## config.mk

```make
export PLATFORM = sky130hd
export DESIGN_NAME = mole_game_ctrl
export DESIGN_NICKNAME = d
export VERILOG_FILES = /design/src/rtl/mole_pkg.sv /design/src/rtl/mole_lfsr.sv /design/src/rtl/mole_game_ctrl.sv
export SDC_FILE = /design/constraint.sdc
export NUM_CORES = 1
export LEC_CHECK = 0
export BUFFER_PORTS_ARGS = -buffer_cell sky130_fd_sc_hd__clkbuf_2
export CAP_MARGIN = 25
export CORE_MARGIN = 3
export CORE_UTILIZATION = 40
export DETAILED_ROUTE_END_ITERATION = 16
export PLACE_DENSITY_LB_ADDON = 0.05
export SLEW_MARGIN = 20
export SYNTH_ARGS = -nofsm -noshare
export SYNTH_HDL_FRONTEND = slang
export SYNTH_SLANG_ARGS = --single-unit
```

## constraint.sdc

```tcl
create_clock -name clk -period 3.7 [get_ports clk]
set_clock_uncertainty 0.15 [all_clocks]
set_input_delay 0 -clock clk [delete_from_list [all_inputs] [get_ports clk]]
set_output_delay 0 -clock clk [all_outputs]
set_load 0.05 [all_outputs]
```

## src/rtl/mole_pkg.sv

```systemverilog
// Shared types and constants for the whack-a-mole sequencer.
package mole_pkg;

    typedef enum logic [2:0] {
        StIdle  = 3'd0,
        StSpawn = 3'd1,
        StShow  = 3'd2,
        StGap   = 3'd3,
        StDone  = 3'd4
    } state_e;

    localparam logic [1:0] LvlEasy = 2'd0;
    localparam logic [1:0] LvlMed  = 2'd1;

    localparam int unsigned LifeEasyDef = 15;
    localparam int unsigned LifeMedDef  = 10;
    localparam int unsigned LifeHardDef = 6;
    localparam int unsigned GoalEasyDef = 10;
    localparam int unsigned GoalMedDef  = 15;
    localparam int unsigned GoalHardDef = 20;

    // x^5 + x^3 + 1
    localparam logic [4:0] LfsrTaps = 5'b10100;

    function automatic logic [4:0] lfsr_next(input logic [4:0] s);
        return {s[3:0], ^(s & LfsrTaps)};
    endfunction

endpackage

```

## src/rtl/mole_lfsr.sv

```systemverilog
// Free-running 5-bit Fibonacci LFSR; exposes the low nibble as a cell candidate.
module mole_lfsr
    import mole_pkg::*;
#(
    parameter logic [4:0] Seed = 5'b10011
) (
    input  logic       clk,
    input  logic       rst,
    output logic [3:0] cand_o
);

    logic [4:0] lfsr_q, lfsr_d;

    assign lfsr_d = lfsr_next(lfsr_q);

    always_ff @(posedge clk or negedge rst) begin
        if (!rst) begin
            lfsr_q <= Seed;
        end else begin
            lfsr_q <= lfsr_d;
        end
    end

    assign cand_o = lfsr_q[3:0];

endmodule

```

## src/rtl/mole_game_ctrl.sv

```systemverilog
// Game sequencer: mole scheduling, hit judging, score, game timer and result.
module mole_game_ctrl
    import mole_pkg::*;
#(
    parameter int unsigned GAME_SECS = 30,
    parameter int unsigned GAP_TICKS = 3,
    parameter int unsigned LIFE_EASY = LifeEasyDef,
    parameter int unsigned LIFE_MED  = LifeMedDef,
    parameter int unsigned LIFE_HARD = LifeHardDef,
    parameter int unsigned GOAL_EASY = GoalEasyDef,
    parameter int unsigned GOAL_MED  = GoalMedDef,
    parameter int unsigned GOAL_HARD = GoalHardDef,
    parameter logic [4:0]  LFSR_SEED = 5'b10011
) (
    input  logic       clk,
    input  logic       rst,
    input  logic       tick_1s_i,
    input  logic       tick_100ms_i,
    input  logic       start_i,
    input  logic [1:0] level_i,
    input  logic       key_valid_i,
    input  logic [3:0] key_code_i,
    output logic [2:0] state_o,
    output logic [4:0] time_left_o,
    output logic [4:0] score_o,
    output logic [4:0] goal_o,
    output logic [3:0] mole_pos_o,
    output logic       mole_vis_o,
    output logic       hit_pulse_o,
    output logic       miss_pulse_o,
    output logic       game_over_o,
    output logic       win_o,
    output logic       led_blink_o
);

    state_e     state_q, state_d;
    logic [4:0] time_q, time_d, score_q, score_d, goal_q, goal_d;
    logic [3:0] pos_q, pos_d, life_q, life_d, gap_q, gap_d, reload_q, reload_d;
    logic       hit_q, hit_d, miss_q, miss_d, win_q, win_d, blink_q, blink_d;
    logic [3:0] cand;
    logic       playing;

    mole_lfsr #(
        .Seed (LFSR_SEED)
    ) u_lfsr (
        .clk    (clk),
        .rst    (rst),
        .cand_o (cand)
    );

    assign playing = (state_q == StSpawn) || (state_q == StShow) || (state_q == StGap);

    always_comb begin
        state_d  = state_q;
        time_d   = time_q;
        score_d  = score_q;
        goal_d   = goal_q;
        reload_d = reload_q;
        pos_d    = pos_q;
        life_d   = life_q;
        gap_d    = gap_q;
        hit_d    = 1'b0;
        miss_d   = 1'b0;
        win_d    = win_q;
        blink_d  = blink_q;

        unique case (state_q)
            StIdle, StDone: begin
                if (state_q == StDone && tick_1s_i) begin
                    blink_d = ~blink_q;
                end
                if (start_i) begin
                    state_d = StSpawn;
                    score_d = '0;
                    time_d  = 5'(GAME_SECS);
                    win_d   = 1'b0;
                    blink_d = 1'b0;
                    unique case (level_i)
                        LvlEasy: begin
                            goal_d   = 5'(GOAL_EASY);
                            reload_d = 4'(LIFE_EASY);
                        end
                        LvlMed: begin
                            goal_d   = 5'(GOAL_MED);
                            reload_d = 4'(LIFE_MED);
                        end
                        default: begin
                            goal_d   = 5'(GOAL_HARD);
                            reload_d = 4'(LIFE_HARD);
                        end
                    endcase
                end
            end
            StSpawn: begin
                // Never repeat the previous cell back to back.
                pos_d   = (cand == pos_q) ? cand + 4'd1 : cand;
                life_d  = reload_q;
                state_d = StShow;
            end
            StShow: begin
                if (key_valid_i) begin
                    if (key_code_i == pos_q) begin
                        score_d = (score_q == 5'd31) ? score_q : score_q + 5'd1;
                        hit_d   = 1'b1;
                        gap_d   = 4'(GAP_TICKS);
                        state_d = StGap;
                    end else begin
                        miss_d = 1'b1;
                    end
                end else if (tick_100ms_i) begin
                    if (life_q == 4'd1) begin
                        miss_d  = 1'b1;
                        gap_d   = 4'(GAP_TICKS);
                        state_d = StGap;
                    end else begin
                        life_d = life_q - 4'd1;
                    end
                end
            end
            StGap: begin
                if (tick_100ms_i) begin
                    gap_d = gap_q - 4'd1;
                    if (gap_q == 4'd1) begin
                        state_d = StSpawn;
                    end
                end
            end
            default: state_d = StIdle;
        endcase

        // Game-time expiry overrides whatever the play state decided this cycle.
        if (playing && tick_1s_i) begin
            if (time_q == 5'd1) begin
                state_d = StDone;
                time_d  = '0;
                score_d = score_q;
                pos_d   = pos_q;
                hit_d   = 1'b0;
                miss_d  = 1'b0;
                win_d   = (score_q >= goal_q);
            end else begin
                time_d = time_q - 5'd1;
            end
        end
    end

    always_ff @(posedge clk or negedge rst) begin
        if (!rst) begin
            state_q  <= StIdle;
            time_q   <= 5'(GAME_SECS);
            score_q  <= '0;
            goal_q   <= 5'(GOAL_EASY);
            reload_q <= 4'(LIFE_EASY);
            pos_q    <= '0;
            life_q   <= '0;
            gap_q    <= '0;
            hit_q    <= 1'b0;
            miss_q   <= 1'b0;
            win_q    <= 1'b0;
            blink_q  <= 1'b0;
        end else begin
            state_q  <= state_d;
            time_q   <= time_d;
            score_q  <= score_d;
            goal_q   <= goal_d;
            reload_q <= reload_d;
            pos_q    <= pos_d;
            life_q   <= life_d;
            gap_q    <= gap_d;
            hit_q    <= hit_d;
            miss_q   <= miss_d;
            win_q    <= win_d;
            blink_q  <= blink_d;
        end
    end

    assign state_o      = state_q;
    assign time_left_o  = time_q;
    assign score_o      = score_q;
    assign goal_o       = goal_q;
    assign mole_pos_o   = pos_q;
    assign mole_vis_o   = (state_q == StShow);
    assign hit_pulse_o  = hit_q;
    assign miss_pulse_o = miss_q;
    assign game_over_o  = (state_q == StDone);
    assign win_o        = win_q;
    assign led_blink_o  = blink_q;

endmodule

```

# Word-level counts from Yosys, hierarchy flattened
# Index checks and enable logic that the tools add are counted.
dict set report totals {
  regBits 43
  in_bits 12
  output_inout_bits 28
  wordCells 112
}
dict set report classes {
  n_addsub 5
  n_lt_le_gt_ge 1
  eq_ne 19
  n_mux 55
  n_bitwise 1
  reduce_logical 18
}
# op n
set op_table {}
lappend op_table {{2-to-1 mux 5 bit} 10}
lappend op_table {{2-to-1 mux 4 bit} 12}
lappend op_table {{2-to-1 mux 3 bit} 9}
lappend op_table {{one-hot mux 4 bit (2 select lines)} 3}
lappend op_table {{one-hot mux 5 bit (2 select lines)} 2}
lappend op_table {{2-to-1 mux 1 bit} 18}
lappend op_table {{one-hot mux 3 bit (4 select lines)} 1}
lappend op_table {{!= test 2 bit, second input constant} 5}
lappend op_table {{nonzero test 2 bit} 5}
lappend op_table {{equality test 4 x 1 -> 1 bit, second input constant} 2}
lappend op_table {{equality test 4 bit} 2}
lappend op_table {{subtractor 4 x 1 -> 4 bit, second input constant} 2}
lappend op_table {{equality test 3 x 2 -> 1 bit, second input constant} 2}
lappend op_table {{!= test 3 x 2 -> 1 bit, second input constant} 2}
lappend op_table {{AND reduction 2 bit} 3}
lappend op_table {{adder 5 x 1 -> 5 bit, second input constant} 1}
lappend op_table {{equality test 5 x 1 -> 1 bit, second input constant} 1}
lappend op_table {{equality test 5 bit, second input constant} 1}
lappend op_table {{greater-or-equal comparator 5 bit} 1}
lappend op_table {{AND reduction 5 bit} 1}
lappend op_table {{XOR reduction 5 bit} 1}
lappend op_table {{subtractor 5 x 1 -> 5 bit, second input constant} 1}
lappend op_table {{adder 4 x 1 -> 4 bit, second input constant} 1}
lappend op_table {{AND reduction 4 bit} 1}
lappend op_table {{other kinds (10)} 12}

# Depth between registers and ports, before layout
# Gate-level depths: netlist of the first run.
dict set report depth {
  word_depth 7
  depth_mapped 7
}

# Modules after synthesis
# Synthesis of the first run repeated with hierarchy kept, for this count alone.
dict set report hier_totals {
  hier_cells 226
  hier_area_um2 2244.7
}
# mod instances cells_each area_each_um2 seq_area_each_um2
set by_module_without_submodules {}
lappend by_module_without_submodules {mole_game_ctrl 1 216 2077.0 884.6}
lappend by_module_without_submodules {mole_lfsr 1 10 167.7 128.9}

# Worst setup path before layout of the first run
# No wires, ideal clock.
dict set report synth_path {
  path_type {flip-flop to flip-flop}
  start {reg time_q[1], in the netlist time_left_o[1]}
  end {reg score_q[1], in the netlist score_o[1]}
  setup_time_ns 0.121
  t_arrival_ns 2.097
  required_time_ns 3.429
  slack_ns 1.332
  stages_incl_launch_ff 8
  n_path_buf 0
  period_less_slack_ns 2.368
  path_cell_list {dfstp_2 > inv_1 > ha_1 > nor4b_4 > a2111oi_4 > nand4b_4 > and3_1 > a31o_1}
}
dict set report synth_between {
  elab_chain_len 2
}
# element line
set synth_rtl {}
lappend synth_rtl {{start, declared} mole_game_ctrl.sv:37} ;# logic [4:0] time_q, time_d, score_q, score_d, goal_q, goal_d;
lappend synth_rtl {{start signal, assigned} mole_game_ctrl.sv:150} ;# time_q <= 5'(GAME_SECS);
lappend synth_rtl {{start signal, assigned} mole_game_ctrl.sv:163} ;# time_q <= time_d;
lappend synth_rtl {{equality test 5 x 1 -> 1 bit} mole_game_ctrl.sv:133} ;# if (time_q == 5'd1) begin
lappend synth_rtl {{!= test 2 bit (no source line)} -}
lappend synth_rtl {{end signal, assigned} mole_game_ctrl.sv:164} ;# score_q <= score_d;
lappend synth_rtl {{end, declared} mole_game_ctrl.sv:37}
# No other way between the ends.
# A chain may end at the register's enable or synchronous reset.

# Final worst setup path of the first run
dict set report layout_path {
  start {reg state_q[0], in the netlist state_o[0]}
  end {reg reload_q[2]}
}
dict set report layout_between {
  elab_chain_len 3
  elab_cells_between_ends 4
  classes_between {eq/ne (1); reduce/logical (3)}
}
# element line
set layout_rtl {}
lappend layout_rtl {{start, declared} mole_game_ctrl.sv:36} ;# state_e state_q, state_d;
lappend layout_rtl {{start signal, assigned} mole_game_ctrl.sv:149} ;# state_q <= StIdle;
lappend layout_rtl {{start signal, assigned} mole_game_ctrl.sv:162} ;# state_q <= state_d;
lappend layout_rtl {{equality test 3 bit / logical NOT 3 bit (equally long branches)} mole_game_ctrl.sv:67} ;# unique case (state_q)
lappend layout_rtl {{OR reduction 2 bit (*)} mole_game_ctrl.sv:67}
lappend layout_rtl {{AND reduction 2 bit (no source line) (*)} -}
lappend layout_rtl {{end signal, assigned} mole_game_ctrl.sv:153} ;# reload_q <= 4'(LIFE_EASY);
lappend layout_rtl {{end signal, assigned} mole_game_ctrl.sv:166} ;# reload_q <= reload_d;
lappend layout_rtl {{end, declared} mole_game_ctrl.sv:38} ;# logic [3:0] pos_q, pos_d, life_q, life_d, gap_q, gap_d, reload_q, reload_d;
# Mark *: on every way between the ends. The rest lies on a longest branch, timed or not.

==> results of run 1 <==
==> registers in the layout, summed over array words and instances, names as in the netlist <==
signal and flops:
goal_o 4, win_o 1, time_left_o 5, reload_q 2
score_o 5, u_lfsr.lfsr_q 5, miss_pulse_o 1, life_q 4
state_o 3, hit_pulse_o 1, led_blink_o 1, mole_pos_o 4
gap_q 4
==> path summary, 6_finish.rpt <==
check	slack, ps	to	from	cells after the start
worst max-delay path	1200	reload_q[2]	state_o[0]	6
worst min-delay path	60	gap_q[1]	rst	2
worst max register to register	1200	reload_q[2]	state_o[0]	6
worst min register to register	270	u_lfsr.lfsr_q[1]	u_lfsr.lfsr_q[0]	0
max in group asynchronous	2770	time_left_o[2]	rst	3
min in group clk	180	hit_pulse_o	key_code_i[2]	4
==> per-layer routing <==
layer,GRT usage (%),vias up
met5,0,-
met1,22.66,845
met3,3.991,5
li1,-,864
met2,23.40,45
met4,4.730,0
==> cells by family (layout without fill, tap and decap cells) <==
group | count (synthesis) | after routing
AOI/OAI and AO/OA | 50 | 50
xor gates and xnor gates | 12 | 12
adders and majority gates | 14 | 14
buffers and inverters | 22 | 70
DFF | 40 | 40
muxes | 2 | 2
and+or+nand+nor | 76 | 76
==> layout by cell type, fill, tap and decap left out, drive strengths merged, types with 8 or more instances in the layout <==
cell type    instances
o21ai                9
nand3               11
dfrtp               30
nor2                10
ha                  14
nand2               16
xor2                11
nor3                11
a21oi               15
inv                 14
dfstp               10
dlygate4sd3          8
clkbuf              46
==> power by group <==
group	internal, mW	total [mW]	switching, mW	leakage, nW
Combinational	0.316	1.05	0.732	0.805
Clock	0.166	0.311	0.145	0.0503
Sequential	0.614	0.791	0.177	0.469
Total	1.10	2.15	1.05	1.32
==> stage by stage <==
step	util [%]	worst slack [ps]	power, mW
CTS	51.02	1211	2.181
global route	51.02	1015	2.310
detailed placement	47.67	1453	1.854
global placement	47.29	1497	1.850
finish	51.02	1204	2.150
floorplan	-	1332	1.610
==> worst reg2reg max path, cell delays in order (launching register included) <==
cell and delay (ps):
sky130_fd_sc_hd__dfrtp_1 560, sky130_fd_sc_hd__nor2_1 370, sky130_fd_sc_hd__nand2_1 400, sky130_fd_sc_hd__nor2_1 190, sky130_fd_sc_hd__nand2_1 70, sky130_fd_sc_hd__dlygate4sd3_1 590, sky130_fd_sc_hd__o21a_1 110
==> synth_stat cells (2+ instances only) <==
cell type                  number
sky130_fd_sc_hd__dfrtp_1       30
sky130_fd_sc_hd__nand2_1       16
sky130_fd_sc_hd__a21oi_1       14
sky130_fd_sc_hd__ha_1          14
sky130_fd_sc_hd__inv_1         14
sky130_fd_sc_hd__nand3_1       11
sky130_fd_sc_hd__xor2_1        11
sky130_fd_sc_hd__dfstp_2       10
sky130_fd_sc_hd__nor2_1        10
sky130_fd_sc_hd__nor3_1        10
sky130_fd_sc_hd__o21ai_0        9
sky130_fd_sc_hd__and3_1         5
sky130_fd_sc_hd__a21o_1         4
sky130_fd_sc_hd__buf_4          3
sky130_fd_sc_hd__nand2b_1       3
sky130_fd_sc_hd__o211ai_1       3
sky130_fd_sc_hd__o21a_1         3
sky130_fd_sc_hd__o31ai_1        3
sky130_fd_sc_hd__a211o_1        2
sky130_fd_sc_hd__a22o_1         2
sky130_fd_sc_hd__a22oi_1        2
sky130_fd_sc_hd__a31o_1         2
sky130_fd_sc_hd__buf_2          2
sky130_fd_sc_hd__clkbuf_1       2
sky130_fd_sc_hd__mux2i_1        2
sky130_fd_sc_hd__or3_1          2
==> final cells by class <==
| type | instances | share of cell area (%) |
|---|---|---|
| clock buffers | 7 | 3.583 |
| multi-input cells | 154 | 42.39 |
| well taps | 70 | 3.257 |
| repair buffers | 48 | 10.98 |
| flip-flops and latches | 40 | 37.69 |
| inverters | 15 | 2.094 |
==> results.md, run 1 <==
Worst setup path:
- The worst setup path is launched from a flop.
- The slowest stage of the critical path is the sky130_fd_sc_hd__dlygate4sd3_1 cell.
- The largest fanout on the critical path is 16.
- The number of buffers and inverters on the critical path is 1.
- At the worst endpoint, the required time is 3780 ps.
- The kind of end point of the critical path is a flop.
- For the worst setup path, the data arrival time is 2570 ps.
- Among cell families on the critical path, the largest total delay comes from simple AND/OR/NAND/NOR gates.
- The worst setup path is of the flop to flop kind.
- In this design, the stage delay of the slowest critical-path cell is 590 ps.
- The critical path goes through nor2_1 -> nand2_1 -> nor2_1 -> nand2_1 -> dlygate4sd3_1 -> o21a_1.

Drt:
- The post-route antenna net violation count is 0.
- The routed wire length on met3 is 246 um.
- The routed metal-1 wirelength is roughly 2400 um.
- The first detailed-routing pass ran for 4 iterations.
- The highest metal layer used by the detailed router is met4.
- The total wire length after detailed routing is 4746 um.
- The routed wire length per instance is 14.21 um.
- After the first detailed-routing iteration, the DRC count stood at 64.
- After detailed routing, the number of vias per cell comes to between 5 and 6.
- The detailed route wirelength on metal2 is 2060 um.
- The via count is 1759.
- In the routed design, unresolved DRC markers number 0.

Synthesis:
- Averaged over all synthesized cells, the footprint is between 10 and 15 sq um.
- After synthesis, the largest family of logic cells by area is simple AND/OR/NAND/NOR gates.
- The area fraction in compound gates after synthesis is 15.85%.
- After synthesis, the share of cell area in mux cells is 0.8899%.
- For this run, the leading register cell type out of synthesis is sky130_fd_sc_hd__dfrtp_1.
- Yosys attributes the largest share of cell area to sky130_fd_sc_hd__dfrtp_1, sky130_fd_sc_hd__dfstp_2, sky130_fd_sc_hd__ha_1.
- For this run, the number of Yosys warnings is 0.
- In this run the cell area of the synthesized design comes to 2250 sq um.
- Summing the areas of all fa, ha and maj instances in the mapped netlist gives 7.786% of the synthesized area.
- The post-synthesis xor/xnor area fraction is 4.672%.
- The async set or reset register ratio after synthesis is 100.0%.
- The fraction of synthesized cell area taken by the top area cell type is about a third.
- In this run, synthesis inferred 0 flip-flops with an integrated enable.
- The synthesized design contains 40 register bits.
- The cell count after synthesis came out at 216.
- When the netlist entered floorplanning its net count stood at about 240.
- The largest area contributor in the netlist is sky130_fd_sc_hd__dfrtp_1.
- The simple-gate area share of the yosys netlist is 21.47%.
- The sequential cell area fraction in the yosys report is 45.05%.
- The number of distinct standard cells referenced by the synthesized netlist is 53.

Die:
- The horizontal die dimension is around 80 um.
- The effective utilization at floorplan is 42.69%.
- From bottom edge to top edge, the die measures 81.00 um.
- The die covers 6560 sq um.
- The number of placement rows is 26.
- Pin placement for this block handled 40 I/O pins.
- The area inside the core boundary is 5270 sq um.

Timing:
- Headroom to the max-slew limit came out at approximately two thirds.
- Timing would allow up to 400.7 MHz.
- Setup repair after global routing left no endpoint under its margin.
- The setup TNS is 0 ps.
- The total of endpoints with negative setup slack in the final report is 0.
- The worst path in the final design needs a cycle of ~2500 ps, including I/O delays and setup.
- Final hold analysis gives a worst-case slack of 64.04 ps.
- The hold violation total from the final report was 0.
- The actual slew at the worst max-slew pin is 525.3 ps.
- The max-slew violation total from the final report is 0.
- The worst path uses between 60 and 70% of the clock period.

Layout:
- The layout filler cell count is between 500 and 600.
- The sequential cells in the finished layout cover a total of 1013 sq um.
- The number of antenna cells inserted is 0.
- The final non-filler cell area is around 2700 sq um.
- The number of nets in the finished design is 290.
- The number of cells in the finished layout apart from fillers is 334.
- The multi-input combinational cells in the finished layout cover a total of 1140 sq um.
- The fraction of layout cells with a size suffix above 1 is 25.38%.
- Compared with the post-synthesis result, the final layout area differs by 19.52%.

Worst hold path:
- The path class of the tightest hold or removal check is input port to async pin.

Clock tree:
- The hold-fix buffer count after cts is 8.
- Clock tree synthesis selected as its root buffer the cell sky130_fd_sc_hd__clkbuf_8.
- The clock-pin transition on the worst setup and hold timing paths is 70 ps.
- The clock net in this run drives a total of 40 sinks.
- The clock tree synthesis step divided the H-tree into 2 levels.
- The number of clock buffers added by TritonCTS is 5.
- At the later pin of the worst-skew pair, clock insertion delay measures 290 ps.
- The maximum buffer depth of the clock tree is 2.
- The CTS tree is done.
- Post-CTS repair changed the size of 0 cells.
- The post-CTS setup-driven buffer insertion count is 0.

Pwr:
- Summed over all cells, the static leakage comes to ~1.3 nW.
- The power density over the cells is 799.6 nW/um^2.
- The worst vdd rail ir drop is 0.3844 mV.

Place:
- At the end of routability-driven placement, the weighted congestion stood at roughly 0.85.
- The final HPWL from detailed placement is 3531 um.
- The total of buffers placed on input and output ports is 39.
- After detailed placement, the design holds a cell count of about 320.
- The placed cell area is 2512 sq um.

Status:
- The flow ran to the end, and the final reports show no timing, DRC or antenna violations.

Job:
- Max-cap violations in this run came to 0.

GRT:
- The via count of the first global-routing pass is 1589.
- The initial antenna violation count is 0.
- The global-route usage over all layers is 15.80%.
- The first global-routing pass estimated 7935 um of wire.
- The largest net degree at the start of global routing is 25.
- The aggregate global routing overflow is 0.
Note: power is estimated with default switching activity, not from simulation.
==> run 2: changes to the inputs <==
==> constraint.sdc (replaced) <==
create_clock -name clk -period 2.1 [get_ports clk]
set_clock_uncertainty 0.15 [all_clocks]
set_input_delay 0 -clock clk [delete_from_list [all_inputs] [get_ports clk]]
set_output_delay 0 -clock clk [all_outputs]
set_load 0.05 [all_outputs]
==> run 2 against run 1 <==
Power grew 89%. Clock power grew 98%. Critical path depth grew 1. Non-clock buffer count grew 17. Sequential cell count is the same. Cell count grew 5.7%. Combinational power grew 98%. The flow now finishes with violations (setup timing). Register-to-register slack lost 1200 ps. Sequential share of layout area shrank 2.7 points.
==> results.md, run 2 (synthesis results as in run 1) <==
Place:
- The number of instances in the placed design is 333 (+4.4%).
- The total of buffers placed on input and output ports is 39 (unchanged).
- The final HPWL from detailed placement came to 3811 um (+7.9%).
- The placer congestion estimate came to 0.8366 (-1.2%).

Worst setup path:
- The largest fanout on the critical path is 6 (-10).
- In this run the critical register-to-register path is launched from time_left_o[1].
- STA classifies the critical path startpoint as a flop.
- The reg2reg setup slack is -40 ps (-1240 ps).
- The endpoint of the most critical setup path is score_o[4].
- The worst setup path is captured at a flop.
- Grouping stages by cell kind, the critical path spends the most delay in compound AO/OA/AOI/OAI gates.
- The critical path goes through inv_2 -> ha_4 -> nor4b_4 -> a2111oi_4 -> nand4b_4 -> and3_4 -> a31o_1.
- The reg-to-reg critical path endpoint is score_o[4].
- The slowest stage of the critical path belongs to the cell sky130_fd_sc_hd__dfstp_2.
- The depth of the most critical reg-to-reg path is 7 (+1).
- The kind of critical path is flop to flop.
- The worst endpoint data arrival time was 2170 ps (-400 ps).
- The launch point of the worst path is time_left_o[1].
- The worst stage delay on the critical path is 540 ps (-50 ps).
- The worst endpoint required time was 2140 ps (-1640 ps).
- The total number of cells along the worst setup path was 7 (+1).
- The buffer and inverter count on the worst path is 1 (unchanged).

Timing:
- The maximum clock rate is 467.9 MHz (+17%).
- The setup TNS is -67.91 ps (-67.91 ps).
- The final period utilization was 101.8% (+34 points).
- The hold violation total from the final report is 0 (unchanged).
- The total of endpoints with negative setup slack in the final report is 3 (+3).
- The actual slew at the worst max-slew pin is 724.9 ps (+199.6 ps).
- The worst relative slew slack came to 51.67% (-13 points).
- Setup repair after global routing could not meet its margin everywhere.
- The final critical path time including I/O delays and setup is 2137 ps (-358.9 ps).
- The worst-case hold slack came to 148.7 ps (+84.67 ps).
- The max-slew violation total from the final report is 0 (unchanged).
- The worst setup margin is -37.04 ps (-1241 ps).

Layout:
- The final core area utilization is 55.15% (+4.1 points).
- The number of antenna cells inserted was 0 (unchanged).
- The library cells used most frequently in the layout, excluding fill and tap cells, are sky130_fd_sc_hd__clkbuf_2, sky130_fd_sc_hd__dfrtp_1, sky130_fd_sc_hd__buf_4.
- From synthesis to final layout, the design area changed by 29.20%.
- The fraction of layout cells with a size suffix above 1 came to 36.40% (+11 points).
- The number of nets in the finished design is 308 (+6.2%).
- The leading cell type in the layout, fill and taps excluded is sky130_fd_sc_hd__clkbuf_2.
- The number of cells in the finished layout apart from fillers was 353 (+5.7%).
- The layout filler cell count came to 510 (+0.99%).

Die:
- The effective utilization at floorplan came to 42.69% (unchanged).
- The number of placed I/O pins is 40 (unchanged).
- The vertical die dimension is 81.00 um (unchanged).
- The die footprint is 6560 sq um (unchanged).
- The horizontal die dimension is 81.00 um (unchanged).
- The area inside the core boundary came to 5270 sq um (unchanged).
- The number of placement rows is 26 (unchanged).

Pwr:
- The worst vdd rail ir drop is 0.6895 mV (+79%).
- The static leakage was 1.431 nW (+8.1%).
- The power consumption is 4.073 mW (+89%).
- The power density over the cells is 1401 nW/um^2 (+75%).

Drt:
- The first-pass iteration count of the detailed router came to 4 (unchanged).
- The total wire length after detailed routing was 5222 um (+10%).
- The post-route antenna net violation count is 0 (unchanged).
- The routed via count divided by cell count is 5.201 (-1.2%).
- The via count is 1836 (+4.4%).
- The DRC violation count after routing was 0 (unchanged).
- The routed wire length per instance is 14.79 um (+4.1%).
- The violation count after the first detailed-route iteration came to 74 (+16%).

Clock tree:
- TritonCTS built the clock tree.
- The number of sinks handled by clock tree synthesis was 40 (unchanged).
- CTS placed an instance of sky130_fd_sc_hd__clkbuf_8 at the clock tree root.
- The maximum buffer depth of the clock tree is 2 (unchanged).
- The clock buffer count from CTS is 5 (unchanged).
- The source-to-sink clock delay at the later pin of the worst-skew pair is 290 ps (about the same).
- The clock-pin transition on the worst setup and hold timing paths is 80 ps (about the same).
- The deepest level of the CTS H-tree is 2 (unchanged).

GRT:
- The largest net degree at the start of global routing is 28 (+12%).
- The wire length of the first global-routing pass is 8452 um (+6.5%).
- The aggregate global routing overflow is 0 (unchanged).
- The global-route usage over all layers is 16.78% (+0.98 points).
- The initial antenna violation count came to 0 (unchanged).
- The via count of the first global-routing pass was 1758 (+11%).

Status:
- The checks that failed: setup timing.
- The flow ran to the end, but the final reports show violations.

Job:
- The max-capacitance violation count is 0 (unchanged).

Worst hold path:
- The classification of the worst-slack hold path is input port to async pin.
[run 2: cell count changes in the layout (fill, tap and decap cells not counted), moves of 2 or more]
cell,change
sky130_fd_sc_hd__a21oi_1,-2
sky130_fd_sc_hd__a21oi_2,+3
sky130_fd_sc_hd__buf_4,+17
sky130_fd_sc_hd__clkbuf_8,-2
sky130_fd_sc_hd__clkinv_2,+2
sky130_fd_sc_hd__dfrtp_1,-3
sky130_fd_sc_hd__dfrtp_2,+3
sky130_fd_sc_hd__ha_1,-2
sky130_fd_sc_hd__ha_4,+2
sky130_fd_sc_hd__inv_1,-2
sky130_fd_sc_hd__inv_2,+2
sky130_fd_sc_hd__o31ai_1,-2
sky130_fd_sc_hd__o31ai_2,+2
[run 2: cell type report]
cell class | count | area [sq um] | area share [%]
Tap cell | 70 | 87.58 | 3.013
Clock inverter | 2 | 35.03 | 1.205
Inverter | 15 | 57.56 | 1.980
Clock buffer | 6 | 72.57 | 2.497
Sequential cell | 40 | 1017 | 35.00
Timing Repair Buffer | 65 | 414.1 | 14.25
Multi-Input combinational cell | 155 | 1222 | 42.06
[run 2: worst reg2reg max path: stages, from the launching register on]
cell	delay, ps
sky130_fd_sc_hd__dfstp_2	540
sky130_fd_sc_hd__inv_2	50
sky130_fd_sc_hd__ha_4	150
sky130_fd_sc_hd__nor4b_4	140
sky130_fd_sc_hd__a2111oi_4	430
sky130_fd_sc_hd__nand4b_4	190
sky130_fd_sc_hd__and3_4	220
sky130_fd_sc_hd__a31o_1	180
[run 2: worst min-delay path by stage]
stage                     startpoint        end  slack (ps)
after floorplan                  rst   gap_q[0]        -450
after global placement           rst   gap_q[0]         -60
after detailed placement         rst   gap_q[0]         -60
after CTS                        rst  life_q[3]         160
after global routing             rst  life_q[3]         190
final                            rst  life_q[3]         150
[run 2: layer usage]
layer / track usage [%] / wire, um / up-vias
li1: - / - / 915
met1: 22.51 / 2441 / 869
met2: 26.85 / 2460 / 46
met3: 3.880 / 259 / 6
met4: 5.236 / 61 / 0
met5: 0 / 0 / -
[run 2: per-stage QoR]
step | area, sq um | setup WS, ps
after floorplan | 2257 | -143.9
after global placement | 2613 | 46.54
after detailed placement | 2613 | 36.14
after CTS | 2800 | 1.102
after global routing | 2907 | -107.5
final | 2907 | -37.04
[run 2: repair_timing]
item / in CTS / in global routing
endpoints found under the hold margin: 37 / 0
gates resized for setup: 0 / 18
endpoints found under the setup margin: 0 / 16
setup buffers: 0 / 3
hold buffers: 8 / 0
[run 2: where the power goes]
| group | internal [mW] | switching [mW] | leakage (nW) |
|---|---|---|---|
| Sequential | 1.09 | 0.295 | 0.465 |
| Combinational | 0.676 | 1.40 | 0.911 |
| Clock | 0.353 | 0.262 | 0.0552 |
| Total | 2.11 | 1.96 | 1.43 |
==> run 3: changes to the inputs <==
--- a/config.mk
+++ b/config.mk
@@ -9,6 +9,7 @@
 export CAP_MARGIN = 25
 export CORE_MARGIN = 3
 export CORE_UTILIZATION = 40
+export CTS_BUF_LIST = sky130_fd_sc_hd__clkbuf_8
 export DETAILED_ROUTE_END_ITERATION = 16
 export PLACE_DENSITY_LB_ADDON = 0.05
 export SLEW_MARGIN = 20
==> run 3 against run 2 <==
First-iteration DRC count increased by 6.8%. Sequential cell count is the same. Wire length about the same. Critical path type unchanged. Worst hold slack about the same. Register-to-register slack about the same. Combinational power about the same. The run still ends with setup timing left. Power about the same. Critical path depth did not move. Sequential share of layout area is the same. Critical endpoint unchanged. Final area is the same. Global-route usage unchanged.
==> results.md, run 3 (synthesis results as in run 1) <==
Status:
- The flow ran to the end, but the final reports show violations.
- The checks that failed: setup timing.

Worst setup path:
- The kind of critical path is flop to flop.
- The worst endpoint data arrival time is 2170 ps (about the same).
- The largest fanout on the critical path is 6 (unchanged).
- The startpoint class of the critical path is a flop.
- The kind of end point of the critical path is a flop.
- The worst endpoint required time is 2140 ps (about the same).

Timing:
- The worst-case hold slack was 148.5 ps (-0.1970 ps).
- The worst relative slew slack is 51.68% (about the same).
- The final period utilization came to 101.8% (about the same).
- Setup repair after global routing could not meet its margin everywhere.
- The final critical path time including I/O delays and setup is 2137 ps (+0.3362 ps).
- The total of endpoints with negative setup slack in the final report was 3 (unchanged).
- The max-slew violation total from the final report is 0 (unchanged).
- The setup TNS was -68.94 ps (-1.023 ps).
- The hold violation total from the final report is 0 (unchanged).
- The worst setup margin is -37.38 ps (-0.3362 ps).
- The maximum clock rate was 467.9 MHz (about the same).
- The actual slew at the worst max-slew pin came to 724.9 ps (-0.04452 ps).

Die:
- The number of placed I/O pins is 40 (unchanged).
- The number of placement rows is 26 (unchanged).
- The die footprint came to 6560 sq um (unchanged).
- The area inside the core boundary was 5270 sq um (unchanged).
- The horizontal die dimension came to 81.00 um (unchanged).
- The vertical die dimension is 81.00 um (unchanged).
- The effective utilization at floorplan is 42.69% (unchanged).

GRT:
- The aggregate global routing overflow is 0 (unchanged).
- The global-route usage over all layers is 16.78% (unchanged).
- The via count of the first global-routing pass came to 1758 (unchanged).
- The initial antenna violation count came to 0 (unchanged).
- The largest net degree at the start of global routing is 28 (unchanged).
- The wire length of the first global-routing pass came to 8452 um (unchanged).

Layout:
- The number of antenna cells inserted is 0 (unchanged).
- The number of cells in the finished layout apart from fillers is 353 (unchanged).
- The top cell types in the final layout, fill and taps aside, are sky130_fd_sc_hd__clkbuf_2, sky130_fd_sc_hd__dfrtp_1, sky130_fd_sc_hd__buf_4.
- The growth of design area from synthesis to finish came to 29.20% (unchanged).
- The fraction of layout cells with a size suffix above 1 is 36.40% (unchanged).
- The leading cell type in the layout, fill and taps excluded is sky130_fd_sc_hd__clkbuf_2.
- The number of nets in the finished design was 308 (unchanged).
- The final core area utilization was 55.15% (unchanged).

Drt:
- The routed via count divided by cell count was 5.212 (+0.22%).
- The total wire length after detailed routing was 5223 um (about the same).
- The via count is 1840 (+0.22%).
- The DRC violation count after routing is 0 (unchanged).
- The violation count after the first detailed-route iteration was 79 (+6.8%).
- The post-route antenna net violation count is 0 (unchanged).
- The first-pass iteration count of the detailed router is 4 (unchanged).
- The routed wire length per instance was 14.80 um (about the same).

Place:
- The number of instances in the placed design is 333 (unchanged).
- The final HPWL from detailed placement is 3811 um (unchanged).
- The placer congestion estimate is 0.8366 (unchanged).
- The total of buffers placed on input and output ports was 39 (unchanged).

Clock tree:
- The deepest level of the CTS H-tree came to 2 (unchanged).
- The buffer type at the clock tree root is sky130_fd_sc_hd__clkbuf_8.
- The clock-pin transition on the worst setup and hold timing paths is 80 ps (about the same).
- The clock buffer count from CTS is 5 (unchanged).
- The CTS tree is done.
- The source-to-sink clock delay at the later pin of the worst-skew pair came to 290 ps (about the same).
- The number of sinks handled by clock tree synthesis came to 40 (unchanged).
- The maximum buffer depth of the clock tree is 2 (unchanged).

Pwr:
- The power density over the cells is 1400 nW/um^2 (about the same).
- The worst vdd rail ir drop came to 0.6895 mV (about the same).
- The static leakage is 1.435 nW (+0.29%).

Job:
- The max-capacitance violation count is 0 (unchanged).

Worst hold path:
- The min-delay analysis places its worst path in the category input port to async pin.
[run 3: where the power goes]
group          internal (mW)  switching, mW  total, mW
Combinational          0.676           1.40       2.08
Clock                  0.348          0.263      0.610
Sequential              1.09          0.296       1.38
Total                   2.11           1.96       4.07
[run 3: cell type report]
cell class / instances / area [sq um]
sequential: 40 / 1017
inverter: 15 / 57.56
timing repair buffer: 65 / 414.1
clock buffer: 5 / 68.82
tap: 70 / 87.58
fill: 510 / 2364
multi-input combinational: 155 / 1222
clock inverter: 3 / 38.79
[run 3: metrics by stage]
step | setup slack (ps) | total power [mW] | area (sq um)
2_1_floorplan | -143.9 | 2.848 | 2257
3_3_place_gp | 46.54 | 3.356 | 2613
3_5_place_dp | 36.14 | 3.384 | 2613
4_1_cts | 0.6704 | 4.023 | 2800
5_1_grt | -107.5 | 4.348 | 2907
6_report | -37.38 | 4.069 | 2907
[run 3: path summary, 6_finish.rpt]
kind                                  startpoint                to  slack, ps  cells after the start
worst max register to register    time_left_o[1]        score_o[4]        -40                      7
worst min-delay path                         rst         life_q[3]        150                      2
max in group asynchronous                    rst  u_lfsr.lfsr_q[1]        960                      3
worst min register to register  u_lfsr.lfsr_q[0]  u_lfsr.lfsr_q[1]        260                      0
min in group clk                u_lfsr.lfsr_q[0]  u_lfsr.lfsr_q[1]        260                      0
worst max-delay path              time_left_o[1]        score_o[4]        -40                      7
[run 3: timing repair]
| item | 4_1_cts | 5_1_grt |
|---|---|---|
| gates resized for setup | 0 | 18 |
| hold buffers | 8 | 0 |
| endpoints found under the hold margin | 37 | 0 |
| endpoints found under the setup margin | 0 | 16 |
| buffers inserted | 0 | 3 |
[run 3: worst max-delay path, stage by stage (launching register included)]
cell and delay (ps):
sky130_fd_sc_hd__dfstp_2 540, sky130_fd_sc_hd__inv_2 50, sky130_fd_sc_hd__ha_4 150, sky130_fd_sc_hd__nor4b_4 140, sky130_fd_sc_hd__a2111oi_4 430, sky130_fd_sc_hd__nand4b_4 190
sky130_fd_sc_hd__and3_4 220, sky130_fd_sc_hd__a31o_1 180
[run 3: routing by layer]
| layer | up-vias | global-route usage (%) | wire, um |
|---|---|---|---|
| met2 | 42 | 26.85 | 2459 |
| li1 | 915 | - | - |
| met4 | 0 | 5.236 | 61 |
| met3 | 6 | 3.880 | 241 |
| met1 | 877 | 22.51 | 2461 |
| met5 | - | 0 | 0 |
